**src/rtl/life_run_ctrl.sv**
```systemverilog
// life_run_ctrl: job sequencer for the 16x16 toroidal Life engine.
// Loads a seed, advances a programmed number of generations with pause and
// single-step, and stops early when every cell is dead. Defining
// LIFE_STABLE_DETECT_EN adds a previous-generation register so the run also
// stops on a period-1 still life.
module life_run_ctrl #(
    parameter int GEN_W = 16
) (
    input  logic             clk,
    input  logic             reset,
    input  logic             start,
    input  logic [255:0]     pattern,
    input  logic [GEN_W-1:0] gens,
    input  logic             pause,
    input  logic             step,
    input  logic [255:0]     eng_q,
    output logic             eng_load,
    output logic [255:0]     eng_data,
    output logic             busy,
    output logic             done,
    output logic [GEN_W-1:0] gen_count,
    output logic             extinct,
    output logic             stable
);

    typedef enum logic [1:0] {S_IDLE, S_LOAD, S_RUN, S_DONE} state_t;

    state_t           state, state_nxt;
    logic [255:0]     pat_r;
    logic [GEN_W-1:0] gens_r;
    logic [GEN_W-1:0] gen_inc;
    logic             accept;
    logic             all_dead;
    logic             still;
    logic             adv;
    logic             run_adv;

    assign accept   = start && (state == S_IDLE || state == S_DONE);
    assign all_dead = (eng_q == '0);
    assign adv      = !pause || step;
    assign gen_inc  = gen_count + 1'b1;
    // A reset edge must not also advance the engine: it freezes where it is.
    assign run_adv  = (state == S_RUN) && !all_dead && !still && adv && !reset;

`ifdef LIFE_STABLE_DETECT_EN
    logic [255:0] prev_q;
    logic         prev_valid;
    logic         stable_r;

    assign still  = prev_valid && (eng_q == prev_q);
    assign stable = stable_r;

    // Remember the generation we are about to leave so the next one can be compared.
    always_ff @(posedge clk) begin
        if (reset) begin
            prev_q     <= '0;
            prev_valid <= 1'b0;
            stable_r   <= 1'b0;
        end else begin
            if (accept) begin
                prev_valid <= 1'b0;
                stable_r   <= 1'b0;
            end else if (run_adv) begin
                prev_q     <= eng_q;
                prev_valid <= 1'b1;
            end
            if (state == S_RUN && !all_dead && still)
                stable_r <= 1'b1;
        end
    end
`else
    assign still  = 1'b0;
    assign stable = 1'b0;
`endif

    // State register.
    always_ff @(posedge clk) begin
        if (reset) state <= S_IDLE;
        else       state <= state_nxt;
    end

    // Next-state decode; extinction outranks still-life, which outranks advancing.
    always_comb begin
        state_nxt = state;
        case (state)
            S_IDLE: if (accept) state_nxt = S_LOAD;
            S_LOAD: state_nxt = (gens_r == '0) ? S_DONE : S_RUN;
            S_RUN: begin
                if (all_dead || still)               state_nxt = S_DONE;
                else if (adv && gen_inc == gens_r)   state_nxt = S_DONE;
            end
            S_DONE: if (accept) state_nxt = S_LOAD;
            default: state_nxt = S_IDLE;
        endcase
    end

    // Engine drive: hold (reload own state) unless loading the seed or advancing.
    always_comb begin
        eng_load = 1'b1;
        eng_data = eng_q;
        case (state)
            S_LOAD:  eng_data = pat_r;
            S_RUN:   if (run_adv) eng_load = 1'b0;
            default: ;
        endcase
    end

    // Job registers and status flags; busy/done follow the next state so they are registered.
    always_ff @(posedge clk) begin
        if (reset) begin
            pat_r     <= '0;
            gens_r    <= '0;
            gen_count <= '0;
            extinct   <= 1'b0;
            busy      <= 1'b0;
            done      <= 1'b0;
        end else begin
            if (accept) begin
                pat_r     <= pattern;
                gens_r    <= gens;
                gen_count <= '0;
                extinct   <= 1'b0;
            end else if (run_adv) begin
                gen_count <= gen_inc;
            end
            if (state == S_RUN && all_dead)
                extinct <= 1'b1;
            busy <= (state_nxt == S_LOAD) || (state_nxt == S_RUN);
            done <= (state_nxt == S_DONE);
        end
    end

endmodule
```
**config.mk**
```make
export PLATFORM = sky130hd
export DESIGN_NAME = life_run_ctrl
export DESIGN_NICKNAME = d
export VERILOG_FILES = /design/src/rtl/life_run_ctrl.sv
export SDC_FILE = /design/constraint.sdc
export NUM_CORES = 1
export LEC_CHECK = 0
export CORE_AREA = 8 8 308 310
export CTS_CLUSTER_DIAMETER = 60
export DETAILED_ROUTE_END_ITERATION = 10
export DIE_AREA = 0 0 316 318
export GPL_TIMING_DRIVEN = 1
export MAX_ROUTING_LAYER = met4
export PLACE_DENSITY_LB_ADDON = 0.2
export SKIP_CTS_REPAIR_TIMING = 1
export SYNTH_ARGS = -nofsm -noshare
export SYNTH_HDL_FRONTEND = slang
export SYNTH_SLANG_ARGS = --single-unit
```
**constraint.sdc**
```tcl
create_clock -name clk -period 2.6 [get_ports clk]
set_input_delay 0.52 -clock clk [delete_from_list [all_inputs] [get_ports clk]]
set_output_delay 0.52 -clock clk [all_outputs]
set_load 0.1 [all_outputs]
```
* Word-level counts from Yosys, hierarchy flattened
Index checks and enable logic that the tools add are counted.
Widths: inputs -> output; s select.
** Storage, ports and cells
- Memory bits (read-only) :: 0
- Input bits :: 533
- Bits in latches :: 0
- Word-level logic and storage cells :: 43
- Memories kept :: 0
- Output and inout port bits :: 277
- Memory bits (writable) :: 0
- Flip-flop bits (word level) :: 293
** Cells by class
- Reduce and logical (&&, ||, !) cells :: 18
- Bitwise operators :: 0
- Div/mod/pow operators :: 0
- Shifts and indexed selects :: 0
- Add/subtract/negate cells :: 1
- Mux-type cells :: 10
- $mul :: 0
- Eq/ne operators :: 7
- $lt $le $gt $ge :: 0
** Operators by type and width (number)
- $logic_not 256->1 :: 1
- $mux 256 :: 1
- $add 16x1->16 const B :: 1
- $eq 16x16->1 :: 1
- $logic_not 16->1 :: 1
- $eq 2x2->1 const B :: 4
- $logic_and 1x1->1 :: 6
- $mux 2 :: 3
- $pmux 2 s3 :: 1
- $mux 1 :: 5
- $eq 2x1->1 const B :: 2
- $reduce_or 2->1 :: 2
- $logic_not 1->1 :: 3
- $logic_or 1x1->1 :: 3
- $logic_not 2->1 :: 1
- $reduce_bool 2->1 :: 1

* Longest topological paths before layout
- Depth in word-level cells :: 8
- Depth in mapped cells :: 10
- Depth with buffers taken out :: 9

* Least setup slack after synthesis
No wires, ideal clock.
- Kind :: reg-to-reg
- Start :: reg gen_count[0]
- End :: reg busy
- Setup time :: 0.114 ns
- Required time :: 2.486 ns
- Stages on the path, launching flop included :: 10
- Path slack :: -0.496 ns
- Path buffers :: 0
- Period minus slack after synthesis :: 3.096 ns
- Data arrival time :: 2.983 ns
- Cell sequence :: dfxtp_1 -> ha_1 -> and3_2 -> nand2b_1 -> o31a_1 -> nor4_1 -> nand4_1 -> a21oi_1 -> ha_1 -> nor2b_1
** On the way
- Word-level cells in the longest chain between the ends :: 8
- Elaborated cells between the ends (all ways) :: 9
- Classes of those cells :: add/sub: 1; eq/ne: 3; mux: 3; reduce/logical: 2
** RTL lines
- start: declaration :: line 21 : output logic [GEN_W-1:0] gen_count,
- start signal: assignment :: line 124 : gen_count <= gen_inc;
- $add 16x1->16 (*) :: line 41 : assign gen_inc = gen_count + 1'b1;
- $eq 16x16->1 (*) :: line 90 : else if (adv && gen_inc == gens_r) state_nxt = S_DONE;
- $logic_and 1x1->1 (*) :: line 90
- $mux 2 (*) :: line 90
- $mux 2 (*) :: line 89 : if (all_dead || still) state_nxt = S_DONE;
- $pmux 2 s3 (*) :: line 85 : case (state)
- named net state_nxt[0] :: line 28 : state_t state, state_nxt;
- $eq 2x1->1 or $eq 2x2->1 (tied branches) :: line 128 : busy <= (state_nxt == S_LOAD) || (state_nxt == S_RUN);
- $logic_or 1x1->1 (*) :: line 128
- end signal: assignment :: line 128
- end: declaration :: line 19 : output logic busy,
Mark *: on every way through the listed nets, which the timed path passes. The rest lies on a longest branch.
A chain may end at the register's enable or synchronous reset.

* Final worst setup path
- Start :: in eng_q[15]
- End :: out eng_load
** On the way
- Word-level cells in the longest chain between the ends :: 7
** RTL lines
- start: declaration :: line 16 : input logic [255:0] eng_q,
- $logic_not 256->1 :: line 39 : assign all_dead = (eng_q == '0);
- $logic_not 1->1 :: line 43 : assign run_adv = (state == S_RUN) && !all_dead && !still && adv && !reset;
- $logic_and 1x1->1 (3 in series) :: line 43
- $mux 1 :: line 103 : S_RUN: if (run_adv) eng_load = 1'b0;
- $mux 1 :: line 101 : case (state)
- end: declaration :: line 17 : output logic eng_load,
Every way passes these cells.

==> results.md <==
* Top Metal Used: met4
* Dominant synthesized flop cell: dfxtp_1
* Tmin final at roughly 2800 ps
* Mapped Nets at 2298
* Max-slew violation count at 0
* Least-Margin Pin Slew at 736 ps
* Layout Cells excl Fill at 4003
* Outcome: complete, but fails checks
* Dpl cells at 3818
* Yosys cell types at 54
* Synth async-reset ratio at 0%
* Die area at 100000 sq um
* Worst-path fanout max at 2
* Placer Congestion at between 0.8 and 0.9
* Hold crit path type: in -> reg
* DRC viols at 0
* Cell area after placement at 27800 sq um
* Number of global-route vias before repair at 17645
* CTS root buf: clkbuf_16
* Synth Area in Compound Gates at between 10% and 20%
* Final setup violation count at 230
* Required time of the critical path at 2080 ps
* Post-Syn Area at 14400 sq um
* Clock Skew at roughly 17 ps
* Die span in y at 318 um
* Largest net degree at the start of global routing at 128
* Buffers on Ports at 808
* Xor/xnor share of the synthesized area at 1.27%
* Initial antenna violation count at 40
* Failing checks: setup timing
* Adder-cell share of the synthesized area at 0.347%
* Ports at between 800 and 900
* Leakage at approximately 0.015 uW
* Row cnt at 110
* Met2 WL at 47600 um
* RSZ-0062 raised after global routing: yes
* Met3 WL at 6710 um
* Area grow syn2layout at 128%
* WL/cell at 23.5 um
* Peak Freq at 352 MHz
* Largest family of logic cells by synthesized area: simple AND/OR/NAND/NOR gates
* Met1 wire length at 37500 um
* Avg Cell Area, Syn at 8.20 sq um
* Core Region at 89600 sq um
* Ratio of cells with drive above 1 in the final layout at 36.0%
* DR vias at 17104
* Fin. Hold Viols at 0
* Crit path DAT at 2320 ps
* Pre-Repair DR Iteration Count at 5
* Power per cell area at between 1000 and 1500 nW/um^2
* Antenna viol nets, final at 0
* Peak VDD IR at 660 uV
* Synthesis warning total at 0
* CTS Buffer Depth at 3
* Initial drt markers at 878
* Setup crit end kind: primary output
* DIE WIDTH at 316 um
* Pre-CTS setup slack at -1210 ps
* Max-slew headroom at 50.9%
* Cell area after layout at 32900 sq um
* Setup crit start kind: input port
* CTS tree: built
* Synth Instances at between 1500 and 2000
* Clock Sinks at 293
* Simple-gate share of the synthesized area at around 22%
* H-Tree Depth at 2
* DR vias/cell at 4.27
* Total gr overflow at 0
* Max-cap check violation count at 0
* Final wirelength at about 94000 um
* Clock Pin Slew Worst Setup and Hold Paths at 60 ps
* All-Layer GR Usage at 16.6%
* First-pass GRT wire length at 122000 um
* Final worst path period share at 109%
* Crit Path Class: in -> out
* Dpl hpwl at 67700 um
* Final setup margin at -238 ps
* Register area share after synthesis at 40.6%
* Starting Density at 16.1%
* Flops & latches, synth at 293
* Number of nets in the layout at approximately 3300
* Post-synth EDFFs at 0
* Inserted Clock Buffers at 51
* Hold WS at 298 ps
* Worst-Skew Late Latency at between 500 and 600 ps
* Mux cell area share after synthesis at 20.7%
-- layer usage --
layer / track usage, % / vias up
li1: - / 8130
met1: 18.1 / 8256
met2: 28.5 / 597
met3: 5.16 / 121
met4: 5.40 / 0
met5: - / -
-- report_power, final --
| group | total (uW) | switching, uW | leakage, uW | internal [uW] |
|---|---|---|---|---|
| clock | 7350 | 2640 | 0.000888 | 4710 |
| sequential | 5860 | 541 | 0.00241 | 5320 |
| combinational | 21900 | 13100 | 0.0118 | 8840 |
| total | 35100 | 16300 | 0.0151 | 18900 |
-- cells in the final DEF (no fill, tap or decap), types with 6 or more instances in the layout --
cell,count
buf_12,292
buf_6,13
mux2i_1,10
mux2_4,253
xnor2_1,15
nand4_1,25
dfxtp_1,279
nor4_1,9
o21ai_0,7
dlymetal6s2s_1,222
nor2_1,12
buf_16,6
nor4_2,47
buf_8,6
clkbuf_8,6
clkdlybuf4s50_1,282
bufinv_16,8
or3_1,11
xor2_1,6
a21oi_1,276
clkbuf_1,8
nand2_1,562
nand3_1,8
clkbuf_2,22
dfxtp_2,13
clkbuf_16,77
diode_2,37
nor4_4,19
buf_4,202
nor3_1,7
-- cell families after synthesis --
| logic type | Yosys count |
|---|---|
| buffers and inverters | 140 |
| AO/OA/AOI/OAI | 306 |
| multiplexers | 267 |
| flip-flops | 293 |
| other | 1 |
| AND/OR/NAND/NOR | 729 |
| XOR/XNOR | 21 |
| adder cells (fa/ha/maj) | 4 |
-- registers in the layout, summed over array words and instances (netlist names) --
name,flops
extinct,1
busy,1
done,1
state,2
gen_count,16
gens_r,16
pat_r,256
-- worst max-delay path, cell delays in order --
cell and delay [ps]:
clkdlybuf4s50_1 450, nor4_2 190, nand4_1 210, nor4_2 290, buf_4 160, nand4_1 170
nand2_2 140, buf_12 180
-- cells in the mapped netlist (3+ instances only) --
cell type | n | area [sq um]
a21oi_1 | 277 | 1390
a31oi_1 | 4 | 25.0
a41o_1 | 3 | 30.0
buf_1 | 3 | 11.3
buf_2 | 3 | 15.0
clkbuf_1 | 120 | 450
clkbuf_8 | 3 | 41.3
dfxtp_1 | 293 | 5870
ha_1 | 4 | 50.1
inv_1 | 6 | 22.5
mux2_2 | 257 | 2890
mux2i_1 | 10 | 100
nand2_1 | 564 | 2120
nand2b_1 | 5 | 31.3
nand3_1 | 8 | 40.0
nand4_1 | 25 | 156
nor2_1 | 12 | 45.0
nor2b_1 | 3 | 18.8
nor3_1 | 7 | 35.0
nor4_1 | 75 | 469
o21ai_0 | 7 | 35.0
or3_1 | 11 | 68.8
or4_1 | 4 | 30.0
xnor2_1 | 15 | 131
xor2_1 | 6 | 52.6
-- path summary, 6_finish.rpt --
kind	startpoint	end	slack (ps)	cells after the start
worst max-delay path	eng_q[15]	eng_load	-240	8
worst max register to register	state[1]$_SDFF_PP0_	busy$_SDFF_PP0_	100	12
worst min register to register	pat_r[62]$_SDFFE_PP0P_	pat_r[62]$_SDFFE_PP0P_	460	2
worst min-delay path	reset	pat_r[4]$_SDFFE_PP0P_	300	2
-- stage by stage --
step | total power [uW] | util (%) | TNS, ps
after CTS | 32800 | 33.1 | -104470
after detailed placement | 25200 | 31.0 | -20970
final | 35100 | 36.8 | -30860
after global routing | 36400 | 36.7 | -50690
after floorplan | 17200 | - | -88.4
after global placement | 25200 | 31.0 | -21650
-- final cells by class --
| class | count | area [sq um] |
|---|---|---|
| sequential | 293 | 5890 |
| inverter | 7 | 26.3 |
| clock inverter | 26 | 383 |
| antenna | 37 | 92.6 |
| fill | 8911 | 56700 |
| multi-input combinational | 1328 | 9560 |
| timing repair buffer | 1069 | 14100 |
| tap | 1176 | 1470 |
| clock buffer | 67 | 1440 |
Note: power is estimated with default switching activity, not from simulation.
